$ cat src/rtl/key_conditioner_pkg.sv
// Shared encodings and default timing constants for the key conditioner
// and the stopwatch time-base logic.
package key_conditioner_pkg;

    typedef enum logic [1:0] {
        KC_IDLE  = 2'd0,
        KC_ARMED = 2'd1,
        KC_HELD  = 2'd2
    } kcState_t;

    localparam int CLK_HZ  = 50_000_000;
    localparam int DB_MS   = 10;
    localparam int HOLD_MS = 1000;

    function automatic int msToCycles(input int ms);
        return (CLK_HZ / 1000) * ms;
    endfunction

endpackage

$ cat src/rtl/key_debounce.sv
// Two-flop synchronizer plus stability-counter debounce for one raw key.
// Strobes fire on the same edge the debounced level changes.
module key_debounce #(
    parameter int   DB_CYCLES = 500_000,
    parameter logic RST_VAL   = 1'b0
) (
    input  logic clk,
    input  logic rst,
    input  logic pin,
    output logic level,
    output logic riseStb,
    output logic fallStb
);
    localparam int CW = $clog2(DB_CYCLES + 1);

    logic          sync1;
    logic          sync2;
    logic          dbLevel;
    logic [CW-1:0] dbCnt;
    logic          differ;
    logic          accept;

    assign differ = (sync2 != dbLevel);
    assign accept = differ && (dbCnt == CW'(DB_CYCLES - 1));

    always_ff @(posedge clk or posedge rst) begin
        if (rst) begin
            sync1   <= RST_VAL;
            sync2   <= RST_VAL;
            dbLevel <= RST_VAL;
            dbCnt   <= '0;
        end else begin
            sync1 <= pin;
            sync2 <= sync1;
            // any return to the accepted level restarts the stability window
            if (!differ) begin
                dbCnt <= '0;
            end else if (accept) begin
                dbLevel <= sync2;
                dbCnt   <= '0;
            end else if (dbCnt != '1) begin
                dbCnt <= dbCnt + 1'b1;
            end
        end
    end

    assign level   = dbLevel;
    assign riseStb = accept &&  sync2;
    assign fallStb = accept && !sync2;

endmodule

$ cat src/rtl/key_conditioner.sv
// Input front end for the stopwatch core: debounced StartStop short/long
// press events and debounced ModeSel level with change pulse.
//
// state    | meaning
// KC_IDLE  | button released, waiting for a debounced press
// KC_ARMED | pressed, timing the hold; release gives start_stop_pulse
// KC_HELD  | long press already reported, waiting for release
module key_conditioner
    import key_conditioner_pkg::*;
#(
    parameter int DB_CYCLES   = msToCycles(DB_MS),
    parameter int HOLD_CYCLES = msToCycles(HOLD_MS)
) (
    input  logic CLK_50MHz,
    input  logic rst,
    input  logic StartStop,
    input  logic ModeSel,
    output logic start_stop_pulse,
    output logic clear_pulse,
    output logic mode_level,
    output logic mode_change_pulse
);
    localparam int HW = $clog2(HOLD_CYCLES + 1);

    kcState_t      state;
    kcState_t      stateNxt;
    logic [HW-1:0] holdCnt;
    logic [HW-1:0] holdCntNxt;
    logic          ssLevel;
    logic          ssRise;
    logic          ssFall;
    logic          modeDb;
    logic          modeRise;
    logic          modeFall;
    logic          pressStb;
    logic          releaseStb;
    logic          pressed;
    logic          holdDone;
    logic          ssPulseNxt;
    logic          clrPulseNxt;

    key_debounce #(
        .DB_CYCLES (DB_CYCLES),
        .RST_VAL   (1'b1)
    ) uStart (
        .clk     (CLK_50MHz),
        .rst     (rst),
        .pin     (StartStop),
        .level   (ssLevel),
        .riseStb (ssRise),
        .fallStb (ssFall)
    );

    key_debounce #(
        .DB_CYCLES (DB_CYCLES),
        .RST_VAL   (1'b0)
    ) uMode (
        .clk     (CLK_50MHz),
        .rst     (rst),
        .pin     (ModeSel),
        .level   (modeDb),
        .riseStb (modeRise),
        .fallStb (modeFall)
    );

    // StartStop is active-low: a debounced fall is a press
    assign pressStb   = ssFall;
    assign releaseStb = ssRise;
    assign pressed    = ~ssLevel;
    assign holdDone   = (holdCnt == HW'(HOLD_CYCLES - 1));

    always_ff @(posedge CLK_50MHz or posedge rst) begin
        if (rst) begin
            state            <= KC_IDLE;
            holdCnt          <= '0;
            start_stop_pulse <= 1'b0;
            clear_pulse      <= 1'b0;
        end else begin
            state            <= stateNxt;
            holdCnt          <= holdCntNxt;
            start_stop_pulse <= ssPulseNxt;
            clear_pulse      <= clrPulseNxt;
        end
    end

    always_comb begin
        stateNxt = state;
        case (state)
            KC_IDLE:  if (pressStb) stateNxt = KC_ARMED;
            KC_ARMED: begin
                if (releaseStb)    stateNxt = KC_IDLE;
                else if (holdDone) stateNxt = KC_HELD;
            end
            KC_HELD:  if (releaseStb) stateNxt = KC_IDLE;
            default:  stateNxt = KC_IDLE;
        endcase
    end

    // release and hold threshold on the same edge: release wins
    always_comb begin
        ssPulseNxt  = 1'b0;
        clrPulseNxt = 1'b0;
        holdCntNxt  = holdCnt;
        case (state)
            KC_IDLE: begin
                if (pressStb) holdCntNxt = '0;
            end
            KC_ARMED: begin
                ssPulseNxt  = releaseStb;
                clrPulseNxt = holdDone && !releaseStb;
                if (pressed && (holdCnt != '1)) holdCntNxt = holdCnt + 1'b1;
            end
            default: ;
        endcase
    end

    always_ff @(posedge CLK_50MHz or posedge rst) begin
        if (rst) begin
            mode_level        <= 1'b0;
            mode_change_pulse <= 1'b0;
        end else begin
            mode_level        <= (modeDb | modeRise) & ~modeFall;
            mode_change_pulse <= modeRise | modeFall;
        end
    end

endmodule
$ cat config.mk
export PLATFORM = sky130hd
export DESIGN_NAME = key_conditioner
export DESIGN_NICKNAME = d
export VERILOG_FILES = /design/src/rtl/key_conditioner_pkg.sv /design/src/rtl/key_debounce.sv /design/src/rtl/key_conditioner.sv
export SDC_FILE = /design/constraint.sdc
export NUM_CORES = 1
export LEC_CHECK = 0
export ABC_AREA = 0
export BUFFER_PORTS_ARGS = -buffer_cell sky130_fd_sc_hd__buf_2
export CORE_AREA = 3 3 90 92
export DETAILED_ROUTE_END_ITERATION = 8
export DIE_AREA = 0 0 93 95
export HOLD_SLACK_MARGIN = 0.15
export PLACE_DENSITY = 0.78
export SKIP_CTS_REPAIR_TIMING = 1
export SYNTH_ARGS = -nofsm -noshare
export SYNTH_HDL_FRONTEND = slang
export SYNTH_SLANG_ARGS = --single-unit
export TNS_END_PERCENT = 1
$ cat constraint.sdc
create_clock -name CLK_50MHz -period 4.7 [get_ports CLK_50MHz]
set_clock_uncertainty 0.1 [all_clocks]
set_input_delay 0.235 -clock CLK_50MHz [delete_from_list [all_inputs] [get_ports CLK_50MHz]]
set_output_delay 0.235 -clock CLK_50MHz [all_outputs]
set_load 0.005 [all_outputs]
==> flow_metrics.tcl <==
set metrics [dict create \
    route.met2.wl_um 4210 \
    final_nets 447 \
    die_w_um 93 \
    core_mm2 0.00729 \
    synth_edf_count 0 \
    hold_path.class "flop to flop" \
    nFillCells 616 \
    place_inst 525 \
    via_per_inst 6.26 \
    period_needed_ns 3.29 \
    initial_core_util 0.566 \
    io_buffers 7 \
    yosysWarnings 0 \
    leakage_nw 1.96 \
    syn-num-nets 443 \
    async_reset_ff_frac 1.00 \
    netlist_area_mm2 0.00413 \
    vias 3408 \
    clockRootBuffer "clkbuf_8" \
    ys_ff_latch 76 \
    ff_latch_area_mm2 0.00191 \
    synth_cell_types 57 \
    r2r_slack_ns 1.41 \
    rsz0062_at_grt "no" \
    worstPathArrival_ns 3.48 \
    clkSlewWorstSetupHoldPaths_ns 0.08 \
    power.density_mw_per_mm2 293 \
    design.die.area_mm2 0.00884 \
    drv_cap 0 \
    gp_congestion 0.887 \
    fp.dieH_um 95 \
    clock-sinks 76 \
    reg2reg_from "holdCnt[0]" \
    required_ns 4.89 \
    wl_met3_um 305 \
    hold_depth 0 \
    r2r-end "holdCnt[15]" \
    drive_above_1_share 0.0921 \
    cts_max_path_buffers 2 \
    path_class "flop to flop" \
    hold_end "uStart.sync2" \
    rows 31 \
    multi_input_area_mm2 0.00211 \
    drt_iter0_drc 210 \
    slew_headroom 0.158 \
    grt_pass1_vias 3343 \
    synthToLayoutAreaGrowth_pct 8.82 \
    crit_path_max_fanout 26 \
    cts_buffers 9 \
    outcome "complete, no violations" \
    clk_latency_ns 0.35 \
    ir_drop_mv 0.185 \
    final_max_slew_viol_count 0 \
    grt_antenna_before_repair 0 \
    io_pins 8 \
    ff2ff_path_depth 6 \
    routedWlPerCell_um 15.7 \
    drt-met1-wl_um 3900 \
    critPathLaunch "holdCnt[0]" \
    start_kind "flop" \
    netlist_instances 436 \
    synth-seq-area-share 0.462 \
    drcViolationCount 0 \
    fmax_mhz 304 \
    overflow 0 \
    dp_hpwl_um 5570 \
    setup_viol 0 \
    worst_pin_slew_ns 1.25 \
    finalSetupTns_ns 0 \
    dr.pass1.iters 5 \
    diodes 0 \
    fin_crit_sh 0.699 \
    final_hold_viol_count 0 \
    ant_nets 0 \
    routed_wl_um 8540 \
    hp-start "uStart.sync1" \
    avgSynthCellArea_um2 9.47 \
    ys.flop_type "dfrtp_1" \
    worst_setup_path_end_kind "flop" \
    finalNonFillerCells 544 \
    grt_max_degree 52 \
    cts_tree "built" \
    grt_pass1_wl_um 14900 \
    htree_levels 3 \
    topRoutingLayerUsed "met4" \
    grt_use_total 0.208 \
]
-- where the power goes --
group | switching (mW) | internal [mW] | total (mW)
Sequential | 0.00615 | 0.660 | 0.666
Clock | 0.247 | 0.367 | 0.614
Combinational | 0.0247 | 0.00914 | 0.0338
Total | 0.278 | 1.04 | 1.31
-- synthesized netlist by cell type, types with 3 or more instances --
cell | number | share of area
and4_1 | 3 | 0.0064
a21oi_1 | 25 | 0.030
inv_1 | 6 | 0.0055
nand2b_1 | 3 | 0.0045
nor3_1 | 26 | 0.032
o31ai_1 | 3 | 0.0055
nor4bb_1 | 3 | 0.0073
nand2_1 | 37 | 0.034
ha_1 | 3 | 0.0091
and3_1 | 24 | 0.036
a211oi_1 | 8 | 0.015
nand3_1 | 28 | 0.034
a22o_1 | 3 | 0.0064
and2_1 | 3 | 0.0045
a211o_1 | 17 | 0.036
a31oi_1 | 5 | 0.0076
clkbuf_1 | 8 | 0.0073
or3_1 | 7 | 0.011
nor2b_1 | 4 | 0.0061
dfstp_2 | 3 | 0.019
nand4_1 | 13 | 0.020
nor4_1 | 8 | 0.012
nor2_1 | 37 | 0.034
buf_2 | 5 | 0.0061
xnor2_1 | 22 | 0.047
or4_1 | 11 | 0.020
a21o_1 | 3 | 0.0055
o21ai_0 | 7 | 0.0085
dfrtp_1 | 73 | 0.44
-- cell type report --
class	instances	area share
well taps	99	0.0276
clock buffers	10	0.0306
repair buffers	12	0.0178
inverters	6	0.00501
clock inverters	6	0.0248
flip-flops and latches	76	0.424
multi-input cells	335	0.470
-- per-stage QoR --
step                      worst slack, ns  hold slack [ns]  cell area [um2]   util  power (mW)
final                                1.41            0.257             4490  0.616        1.31
after global routing                 1.17            0.262             4490  0.616        1.36
after CTS                            1.39           -0.126             4460  0.612        1.32
after detailed placement             1.39            0.244             4210  0.578       0.712
after global placement               1.47            0.234             4210  0.578       0.710
after floorplan                      2.16            0.139             4130      -       0.702
-- state kept, by name (all words and copies together) (netlist names), 2 cells and up --
signal,count
holdCnt,26
state,2
uMode.dbCnt,19
uStart.dbCnt,19
-- kinds of logic after synthesis --
family / count (synthesis) / synth area share
buffers and inverters: 25 / 0.0297
AOI/OAI and AO/OA: 89 / 0.159
xor gates and xnor gates: 23 / 0.0488
adders and majority gates: 3 / 0.00909
DFF: 76 / 0.462
muxes: 3 / 0.00788
and+or+nand+nor: 217 / 0.284
-- per-layer routing --
| layer | GRT usage | up-vias |
|---|---|---|
| li1 | - | 1652 |
| met1 | 0.257 | 1670 |
| met2 | 0.353 | 74 |
| met3 | 0.0430 | 12 |
| met4 | 0.0965 | 0 |
| met5 | 0 | - |
-- worst max-delay path, cell delays in order, from the launching register on --
cell,delay (ns)
dfrtp_1,0.42
ha_1,0.24
nand3_2,0.18
or4_1,0.71
o31a_4,0.52
a21oi_2,0.79
a221o_1,0.28
-- worst max path at each step --
stage	to	slack [ns]	depth (start not counted)
floorplan	holdCnt[10]	2.16	8
global placement	holdCnt[15]	1.47	6
finish	holdCnt[15]	1.41	6
detailed placement	holdCnt[25]	1.39	6
global route	holdCnt[15]	1.17	6
CTS	holdCnt[25]	1.39	6
-- layout by cell type (no fill, tap or decap), types with 3 or more instances in the layout --
master         count
o31ai_1            3
and2_1             3
nor4bb_1           3
a211oi_1           8
buf_2              7
inv_1              5
dfstp_2            3
nand3_1           28
nand4_1           13
a22o_1             3
a31oi_1            5
or4_1             11
nor4_1             7
nor2b_1            4
nor2_1            37
nand2b_1           3
o21ai_0            7
dfrtp_1           73
nand2_1           37
or3_1              7
clkbuf_8          10
bufinv_16          3
nor3_1            25
and4_1             3
a21o_1             3
a21oi_1           25
a211o_1           17
xnor2_1           22
dlygate4sd3_1      3
and3_1            24
ha_1               3
Note: power is estimated with default switching activity, not from simulation.
